$ cat src/rtl/ysyx_24110015_ctrl_fsm_pkg.sv
// ----------------------------------------------------------------------------
// ysyx_24110015_ctrl_fsm_pkg
//   Shared definitions for the NPC multi-cycle control unit:
//     - RV32 major opcode constants used to classify the latched instruction
//     - the control FSM state type
//     - opcode classification helpers and the wait-timer width helper
//   No ports (package).
// ----------------------------------------------------------------------------
package ysyx_24110015_ctrl_fsm_pkg;

    // RV32I major opcodes (instruction bits [6:0])
    localparam logic [6:0] OP_LOAD   = 7'b0000011;
    localparam logic [6:0] OP_STORE  = 7'b0100011;
    localparam logic [6:0] OP_BRANCH = 7'b1100011;
    localparam logic [6:0] OP_JAL    = 7'b1101111;
    localparam logic [6:0] OP_JALR   = 7'b1100111;
    localparam logic [6:0] OP_LUI    = 7'b0110111;
    localparam logic [6:0] OP_AUIPC  = 7'b0010111;
    localparam logic [6:0] OP_ALU_I  = 7'b0010011;
    localparam logic [6:0] OP_ALU_R  = 7'b0110011;
    localparam logic [6:0] OP_SYSTEM = 7'b1110011;

    // Control FSM states; HALT and ERR are absorbing until reset
    typedef enum logic [2:0] {
        ST_IDLE   = 3'd0,
        ST_FETCH  = 3'd1,
        ST_DECODE = 3'd2,
        ST_EXEC   = 3'd3,
        ST_MEM    = 3'd4,
        ST_WB     = 3'd5,
        ST_HALT   = 3'd6,
        ST_ERR    = 3'd7
    } ctrl_state_e;

    // Opcodes this core can execute. SYSTEM is deliberately absent: the only
    // supported system instruction is ebreak, which the decoder flags separately
    // and which is handled before the legality check.
    function automatic logic isLegalOpcode(input logic [6:0] op);
        logic legal;
        case (op)
            OP_LUI, OP_AUIPC, OP_JAL, OP_JALR, OP_BRANCH,
            OP_LOAD, OP_STORE, OP_ALU_I, OP_ALU_R: legal = 1'b1;
            default:                               legal = 1'b0;
        endcase
        return legal;
    endfunction

    // Instructions that need a data-memory access before writeback
    function automatic logic isMemOpcode(input logic [6:0] op);
        return (op == OP_LOAD) || (op == OP_STORE);
    endfunction

    // Branches and stores have no destination register
    function automatic logic writesRegfile(input logic [6:0] op);
        return (op != OP_BRANCH) && (op != OP_STORE);
    endfunction

    // Wait-timer counter width: enough to hold the timeout, never below 8 bits
    function automatic int timerWidth(input int timeout);
        int w;
        w = $clog2(timeout + 1);
        return (w < 8) ? 8 : w;
    endfunction

endpackage

$ cat src/rtl/ysyx_24110015_ctrl_fsm_if.sv
// ----------------------------------------------------------------------------
// ysyx_24110015_ctrl_fsm_if
//   Groups the control unit's handshake and strobe signals.
//   master : the control FSM (drives requests/enables, sees decoder + responses)
//   slave  : the datapath/memory side (drives decoder info + responses)
//   Signals:
//     opcode[6:0]  decoder opcode field of the latched instruction
//     ebreak       decoder: latched instruction is ebreak
//     ifuRvalid    instruction fetch response valid
//     lsuRvalid    load/store response valid
//     ifuReq       fetch request, level, held until ifuRvalid
//     irWe         latch fetched instruction into IR
//     lsuReq       memory request, level, held until lsuRvalid
//     lsuWen       memory request is a store
//     rfWen        register file write enable (1-cycle pulse)
//     pcWe         PC update enable (1-cycle pulse)
// ----------------------------------------------------------------------------
interface ysyx_24110015_ctrl_fsm_if;

    logic [6:0] opcode;
    logic       ebreak;
    logic       ifuRvalid;
    logic       lsuRvalid;
    logic       ifuReq;
    logic       irWe;
    logic       lsuReq;
    logic       lsuWen;
    logic       rfWen;
    logic       pcWe;

    modport master (
        input  opcode, ebreak, ifuRvalid, lsuRvalid,
        output ifuReq, irWe, lsuReq, lsuWen, rfWen, pcWe
    );

    modport slave (
        output opcode, ebreak, ifuRvalid, lsuRvalid,
        input  ifuReq, irWe, lsuReq, lsuWen, rfWen, pcWe
    );

endinterface

$ cat src/rtl/ysyx_24110015_wait_timer.sv
// ----------------------------------------------------------------------------
// ysyx_24110015_wait_timer
//   Counts cycles spent waiting for a memory response and flags when the
//   current waiting cycle is the last one allowed.
//   Ports:
//     clk        in   core clock, rising edge
//     rst        in   asynchronous active-high reset
//     i_clear    in   restart the count (held while not waiting)
//     i_enable   in   one more waiting cycle without a response
//     o_expired  out  this is waiting cycle number TIMEOUT
// ----------------------------------------------------------------------------
module ysyx_24110015_wait_timer
    import ysyx_24110015_ctrl_fsm_pkg::*;
#(
    parameter int TIMEOUT = 255,
    parameter int WIDTH   = timerWidth(TIMEOUT)
) (
    input  logic clk,
    input  logic rst,
    input  logic i_clear,
    input  logic i_enable,
    output logic o_expired
);

    // r_count holds the number of waiting cycles already elapsed, so the
    // TIMEOUT-th waiting cycle sees TIMEOUT-1. Flagging expiry there lets the
    // FSM still prefer a response arriving in that very cycle.
    localparam logic [WIDTH-1:0] LAST = WIDTH'(TIMEOUT - 1);

    logic [WIDTH-1:0] r_count;

    // Counter saturates at LAST; the FSM leaves the waiting state before then
    // anyway, saturation just keeps a stuck state from wrapping the count.
    always_ff @(posedge clk or posedge rst) begin
        if (rst) begin
            r_count <= '0;
        end else if (i_clear) begin
            r_count <= '0;
        end else if (i_enable && (r_count != LAST)) begin
            r_count <= r_count + WIDTH'(1);
        end
    end

    assign o_expired = (r_count == LAST);

endmodule

$ cat src/rtl/ysyx_24110015_ctrl_fsm.sv
// ----------------------------------------------------------------------------
// ysyx_24110015_ctrl_fsm
//   Multi-cycle control unit of the NPC core. Steps every instruction through
//   FETCH, DECODE, EXEC, (MEM), WB, runs the IFU/LSU request/response
//   handshakes, gates IR/regfile/PC writes, and keeps halt/error status plus
//   cycle and retired-instruction counters.
//   Ports:
//     clk            in   core clock, rising edge
//     rst            in   asynchronous active-high reset
//     ctrl           if   handshake/strobe bundle (master side)
//     o_halted       out  sticky, set by ebreak
//     o_err          out  sticky, set by illegal opcode or response timeout
//     o_cycle_cnt    out  cycles since reset while not halted/err
//     o_instret_cnt  out  retired instruction count
// ----------------------------------------------------------------------------
module ysyx_24110015_ctrl_fsm
    import ysyx_24110015_ctrl_fsm_pkg::*;
#(
    parameter int MEM_TIMEOUT = 255,
    parameter int CNT_W       = 32
) (
    input  logic                    clk,
    input  logic                    rst,
    ysyx_24110015_ctrl_fsm_if.master ctrl,
    output logic                    o_halted,
    output logic                    o_err,
    output logic [CNT_W-1:0]        o_cycle_cnt,
    output logic [CNT_W-1:0]        o_instret_cnt
);

    localparam int TIMER_W = timerWidth(MEM_TIMEOUT);

    ctrl_state_e      r_state;
    ctrl_state_e      w_nextState;
    logic             w_timerClear;
    logic             w_timerEnable;
    logic             w_timerExpired;
    logic [CNT_W-1:0] r_cycleCnt;
    logic [CNT_W-1:0] r_instretCnt;

    // The timer runs only in the two waiting states. Every state that can
    // precede FETCH or MEM holds it cleared, so it starts at zero on entry.
    assign w_timerClear  = (r_state != ST_FETCH) && (r_state != ST_MEM);
    assign w_timerEnable = ((r_state == ST_FETCH) && !ctrl.ifuRvalid) ||
                           ((r_state == ST_MEM)   && !ctrl.lsuRvalid);

    ysyx_24110015_wait_timer #(
        .TIMEOUT (MEM_TIMEOUT),
        .WIDTH   (TIMER_W)
    ) u_waitTimer (
        .clk       (clk),
        .rst       (rst),
        .i_clear   (w_timerClear),
        .i_enable  (w_timerEnable),
        .o_expired (w_timerExpired)
    );

    // State register. Reset forces IDLE immediately, which in turn forces
    // every state-decoded output low and drops any outstanding request.
    always_ff @(posedge clk or posedge rst) begin
        if (rst) begin
            r_state <= ST_IDLE;
        end else begin
            r_state <= w_nextState;
        end
    end

    // Next-state logic. In the waiting states a response always beats the
    // timeout. EXEC checks ebreak before legality because ebreak shares the
    // SYSTEM opcode, which is otherwise unsupported.
    always_comb begin
        w_nextState = r_state;
        case (r_state)
            ST_IDLE:   w_nextState = ST_FETCH;
            ST_FETCH: begin
                if (ctrl.ifuRvalid) begin
                    w_nextState = ST_DECODE;
                end else if (w_timerExpired) begin
                    w_nextState = ST_ERR;
                end
            end
            ST_DECODE: w_nextState = ST_EXEC;
            ST_EXEC: begin
                if (ctrl.ebreak) begin
                    w_nextState = ST_HALT;
                end else if (!isLegalOpcode(ctrl.opcode)) begin
                    w_nextState = ST_ERR;
                end else if (isMemOpcode(ctrl.opcode)) begin
                    w_nextState = ST_MEM;
                end else begin
                    w_nextState = ST_WB;
                end
            end
            ST_MEM: begin
                if (ctrl.lsuRvalid) begin
                    w_nextState = ST_WB;
                end else if (w_timerExpired) begin
                    w_nextState = ST_ERR;
                end
            end
            ST_WB:     w_nextState = ST_FETCH;
            ST_HALT:   w_nextState = ST_HALT;
            ST_ERR:    w_nextState = ST_ERR;
            default:   w_nextState = ST_ERR;
        endcase
    end

    // Output decode. Everything is a function of the state except irWe,
    // which must coincide with the accepted fetch response, and the store
    // and regfile qualifiers, which look at the latched opcode.
    always_comb begin
        ctrl.ifuReq = 1'b0;
        ctrl.irWe   = 1'b0;
        ctrl.lsuReq = 1'b0;
        ctrl.lsuWen = 1'b0;
        ctrl.rfWen  = 1'b0;
        ctrl.pcWe   = 1'b0;
        o_halted    = 1'b0;
        o_err       = 1'b0;
        case (r_state)
            ST_FETCH: begin
                ctrl.ifuReq = 1'b1;
                ctrl.irWe   = ctrl.ifuRvalid;
            end
            ST_MEM: begin
                ctrl.lsuReq = 1'b1;
                ctrl.lsuWen = (ctrl.opcode == OP_STORE);
            end
            ST_WB: begin
                ctrl.pcWe  = 1'b1;
                ctrl.rfWen = writesRegfile(ctrl.opcode);
            end
            ST_HALT:  o_halted = 1'b1;
            ST_ERR:   o_err    = 1'b1;
            default: ;
        endcase
    end

    // Performance counters, both wrapping. cycle_cnt stops once the core
    // halts or faults. An instruction retires when it leaves WB; ebreak
    // retires on its way into HALT so the count is already final there.
    always_ff @(posedge clk or posedge rst) begin
        if (rst) begin
            r_cycleCnt   <= '0;
            r_instretCnt <= '0;
        end else begin
            if ((r_state != ST_HALT) && (r_state != ST_ERR)) begin
                r_cycleCnt <= r_cycleCnt + CNT_W'(1);
            end
            if ((r_state == ST_WB) || ((r_state == ST_EXEC) && ctrl.ebreak)) begin
                r_instretCnt <= r_instretCnt + CNT_W'(1);
            end
        end
    end

    assign o_cycle_cnt   = r_cycleCnt;
    assign o_instret_cnt = r_instretCnt;

endmodule

$ cat src/flat_wrapper.sv
// flat-port wrapper written by rule: the top's interface ports become plain ports
module ysyx_24110015_ctrl_fsm_flat import ysyx_24110015_ctrl_fsm_pkg::*;
#(
    parameter int MEM_TIMEOUT = 255,
    parameter int CNT_W       = 32
)
  (clk, rst, o_halted, o_err, o_cycle_cnt, o_instret_cnt, ctrl_opcode, ctrl_ebreak, ctrl_ifuRvalid, ctrl_lsuRvalid, ctrl_ifuReq, ctrl_irWe, ctrl_lsuReq, ctrl_lsuWen, ctrl_rfWen, ctrl_pcWe);
  ysyx_24110015_ctrl_fsm_if ctrl_i ();
  input  logic clk;
  input  logic rst;
  output logic o_halted;
  output logic o_err;
  output logic [CNT_W-1:0] o_cycle_cnt;
  output logic [CNT_W-1:0] o_instret_cnt;
  input wire logic [$bits(ctrl_i.opcode)-1:0] ctrl_opcode;
  input wire logic [$bits(ctrl_i.ebreak)-1:0] ctrl_ebreak;
  input wire logic [$bits(ctrl_i.ifuRvalid)-1:0] ctrl_ifuRvalid;
  input wire logic [$bits(ctrl_i.lsuRvalid)-1:0] ctrl_lsuRvalid;
  output wire logic [$bits(ctrl_i.ifuReq)-1:0] ctrl_ifuReq;
  output wire logic [$bits(ctrl_i.irWe)-1:0] ctrl_irWe;
  output wire logic [$bits(ctrl_i.lsuReq)-1:0] ctrl_lsuReq;
  output wire logic [$bits(ctrl_i.lsuWen)-1:0] ctrl_lsuWen;
  output wire logic [$bits(ctrl_i.rfWen)-1:0] ctrl_rfWen;
  output wire logic [$bits(ctrl_i.pcWe)-1:0] ctrl_pcWe;
  assign ctrl_i.opcode = ctrl_opcode;
  assign ctrl_i.ebreak = ctrl_ebreak;
  assign ctrl_i.ifuRvalid = ctrl_ifuRvalid;
  assign ctrl_i.lsuRvalid = ctrl_lsuRvalid;
  assign ctrl_ifuReq = ctrl_i.ifuReq;
  assign ctrl_irWe = ctrl_i.irWe;
  assign ctrl_lsuReq = ctrl_i.lsuReq;
  assign ctrl_lsuWen = ctrl_i.lsuWen;
  assign ctrl_rfWen = ctrl_i.rfWen;
  assign ctrl_pcWe = ctrl_i.pcWe;
  ysyx_24110015_ctrl_fsm #(.MEM_TIMEOUT(MEM_TIMEOUT), .CNT_W(CNT_W)) u_core (.clk(clk), .rst(rst), .ctrl(ctrl_i), .o_halted(o_halted), .o_err(o_err), .o_cycle_cnt(o_cycle_cnt), .o_instret_cnt(o_instret_cnt));
endmodule
$ cat config.mk
export PLATFORM = sky130hd
export DESIGN_NAME = ysyx_24110015_ctrl_fsm_flat
export DESIGN_NICKNAME = d
export VERILOG_FILES = /design/src/rtl/ysyx_24110015_ctrl_fsm_pkg.sv /design/src/rtl/ysyx_24110015_ctrl_fsm_if.sv /design/src/rtl/ysyx_24110015_wait_timer.sv /design/src/rtl/ysyx_24110015_ctrl_fsm.sv /design/src/flat_wrapper.sv
export SDC_FILE = /design/constraint.sdc
export NUM_CORES = 1
export LEC_CHECK = 0
export ABC_AREA = 1
export ABC_CLOCK_PERIOD_IN_PS = 3000
export CAP_MARGIN = 0
export CORE_MARGIN = 4
export CORE_UTILIZATION = 57
export CTS_CLUSTER_SIZE = 10
export DETAILED_ROUTE_END_ITERATION = 12
export GPL_TIMING_DRIVEN = 0
export HOLD_SLACK_MARGIN = 0.15
export PLACE_DENSITY = 0.94
export SETUP_SLACK_MARGIN = 0.1
export SLEW_MARGIN = 25
export SYNTH_ARGS = -nofsm -noshare
export SYNTH_HDL_FRONTEND = slang
export SYNTH_HIERARCHICAL = 1
export SYNTH_SLANG_ARGS = --single-unit
export TNS_END_PERCENT = 20
$ cat constraint.sdc
create_clock -name clk -period 3 [get_ports clk]
set_input_delay 0.45 -clock clk [delete_from_list [all_inputs] [get_ports clk]]
set_output_delay 0.45 -clock clk [all_outputs]
set_load 0.02 [all_outputs]
==> out/metrics.yaml <==
clkSinkCount: 75
ys_seq_area_frac: 0.4267
synth_largest_area_cell: "dfrtp_1"
core_area_um2: 7370
yosysTopAreaCellShare: 0.4267
synth_area_leaders: "dfrtp_1 43%, nand2_1 16%, inv_1 6.8%, nor2_1 6.4%, nand3_1 5.8%"
drtPass1Iterations: 5
crit_path_end: "ctrl_lsuWen"
vias: 4334
yosysUniqueCellTypes: 31
die_h_um: 95.84
track_usage: 0.2555
syn_area_um2: 4398
cp-start-kind: "input pin"
path_buf_inv: 3
cts_setup_buffers: 0
drt_iter0_drc: 323
grt_pass1_wl_mm: 18.48
htreeDepth: 3
period_needed_ps: 2583
fin_crit_sh: 0.8610
reg2reg_slack_ps: 1170
final_max_slew_viol_count: 0
rsz0062_at_grt: "no"
die-area_um2: 9185
nets: 709
regToRegEndpoint: "u_core/u_waitTimer/r_count[0]"
ctsResizeCount: 0
fillerInstances: 516
cts_root_buffer: "clkbuf_8"
crit_fanout: 3
drc: 0
clock_latency_ps: 340
required_ps: 2550
critPathLaunch: "ctrl_opcode[0]"
worst_path_largest_cell_delay_ps: 610
io_buffers: 83
cts_buffers: 9
min-delay-path-class: "in -> async"
diodes: 0
vias_per_cell: 5.438
dpl.hpwl_mm: 8.600
cts_buffer_depth: 2
start_util: 0.5968
wl_mm: 11.19
power_density_nw_per_um2: 560.2
path_cells: "clkdlybuf4s50_1, nand2_1, inv_1, nand2_1, or3_1, nor2_1, clkdlybuf4s50_1"
skew_ps: 9.646
die_width_um: 95.84
max-cap-violations: 0
syn_to_final_growth_pct: 26.97
relSlewSlack: 0.6029
cpLargestDelayFamily: "buffers and inverters"
setup_violations: 0
tns_ps: 0
synth-seq-cells: 75
grt_antenna_before_repair: 0
multi_input_area_um2: 2156
cts_tree: "built"
status: "finished, final reports clean"
rows: 31
tightestPinTransition_ps: 591.0
hold_slack_ps: 430.7
fmax_mhz: 387.1
slowest_stage: "clkdlybuf4s50_1"
vdd_drop_max_mv: 0.4747
criticalPathCategory: "in -> out"
power.leakage_nw: 2.532
drtAntennaViolNets: 0
syn_inst: 598
clk_pin_slew_ps: 80
grt_pass1_vias: 4217
hold_viol: 0
synth_warnings: 6
synth_area_per_cell_um2: 7.354
regArea_um2: 1877
rr_worst_depth: 9
grt_max_degree: 48
io_pins: 84
gp_congestion: 0.8859
gr-total-overflow: 0
synth_nets: 614
cp.depth: 7
arrival_ps: 2130
cts_hold_buf: 0
end_kind: "primary output"
wl_per_cell_um: 14.04
drive_above_1_share: 0.08166
post-route-util: 0.7577
registers in the layout, indices dropped and copies added, names as in the netlist, named ones only:
signal and cells:
u_core/o_cycle_cnt 32, u_core/r_state 2, u_core/o_instret_cnt 32, u_core/u_waitTimer/r_count 8
cells in the mapped netlist, drive strengths merged:
library cell / count
a21oi: 3
or3: 1
xor2: 20
nand2: 195
nand4: 20
o21ai: 11
o221ai: 1
dfrtp: 75
nor3: 11
inv: 85
buf: 4
nand3b: 6
xnor2: 18
o211ai: 1
nand3: 53
ha: 4
clkinv: 1
nor2: 88
or2: 1
logic make-up after synthesis:
kind of cell / Yosys count / share of synthesized area
buffers and inverters: 90 / 0.08307
AOI/OAI and AO/OA: 16 / 0.01963
xor gates and xnor gates: 38 / 0.07568
adders and majority gates: 4 / 0.01138
and+or+nand+nor: 375 / 0.3835
DFF: 75 / 0.4267
placed cells by master, fill, tap and decap left out, types with 8 or more instances in the layout:
| cell | synthesis | layout |
|---|---|---|
| nand2_2 | 8 | 8 |
| o21ai_0 | 9 | 9 |
| dfrtp_1 | 75 | 75 |
| nand2_1 | 185 | 185 |
| xor2_1 | 20 | 20 |
| xnor2_1 | 18 | 18 |
| nor3_1 | 9 | 9 |
| clkdlybuf4s50_1 | 0 | 83 |
| nor2_1 | 75 | 75 |
| nand4_1 | 20 | 20 |
| inv_1 | 80 | 79 |
| clkbuf_8 | 0 | 10 |
| nand3_1 | 51 | 51 |
power by group:
part	internal, W	switching (W)	leakage (nW)
sequential	0.00112	0.000148	0.984
combinational	0.000422	0.000652	1.45
clock	0.000407	0.000377	0.0987
total	0.00195	0.00118	2.53
worst reg2reg max path, cell delays in order (launching register included):
cell and delay [ps]:
dfrtp_1 450, inv_1 150, nand3_1 160, inv_1 120
nand2_1 110, o21ai_0 170, inv_1 80, a21oi_1 300
nand3_1 110, o21ai_1 110
layer usage:
| metal | vias to the layer above | share of wire | wire [um] | GRT usage |
|---|---|---|---|---|
| met2 | 195 | 0.50 | 5585 | 0.4302 |
| met5 | - | 0 | 0 | 0 |
| met4 | 0 | 0.024 | 268 | 0.1232 |
| met1 | 2057 | 0.41 | 4603 | 0.3077 |
| li1 | 2052 | - | - | - |
| met3 | 30 | 0.066 | 734 | 0.05942 |
worst min-delay path by stage:
stage                             startpoint                             to  slack, ps  cells after the start
floorplan                                rst  u_core/u_waitTimer/r_count[0]        270                      1
global placement    u_core/o_instret_cnt[31]       u_core/o_instret_cnt[31]        480                      2
detailed placement    u_core/o_cycle_cnt[31]         u_core/o_cycle_cnt[31]        480                      2
CTS                                      rst          u_core/o_cycle_cnt[2]        430                      2
global route                             rst          u_core/o_cycle_cnt[9]        460                      2
finish                                   rst          u_core/o_cycle_cnt[2]        430                      2
cell type report:
type                    count  share of cell area
multi-input cells         433              0.3861
flip-flops and latches     75              0.3361
repair buffers             84              0.1537
inverters                  86             0.05960
clock buffers              10             0.02465
well taps                  99             0.02218
clock inverters             6             0.01143
plain buffers               4            0.006274
stage by stage:
| stage | setup WS, ps | instances | total power [W] | cell area, um^2 |
|---|---|---|---|---|
| finish | 417.0 | 797 | 0.003128 | 5584 |
| global route | 333.4 | 797 | 0.003318 | 5584 |
| CTS | 412.7 | 797 | 0.003144 | 5584 |
| detailed placement | 425.8 | 781 | 0.002357 | 5383 |
| global placement | -277.5 | 780 | 0.002284 | 5353 |
| floorplan | 866.8 | 598 | 0.001932 | 4398 |
Note: power is estimated with default switching activity, not from simulation.
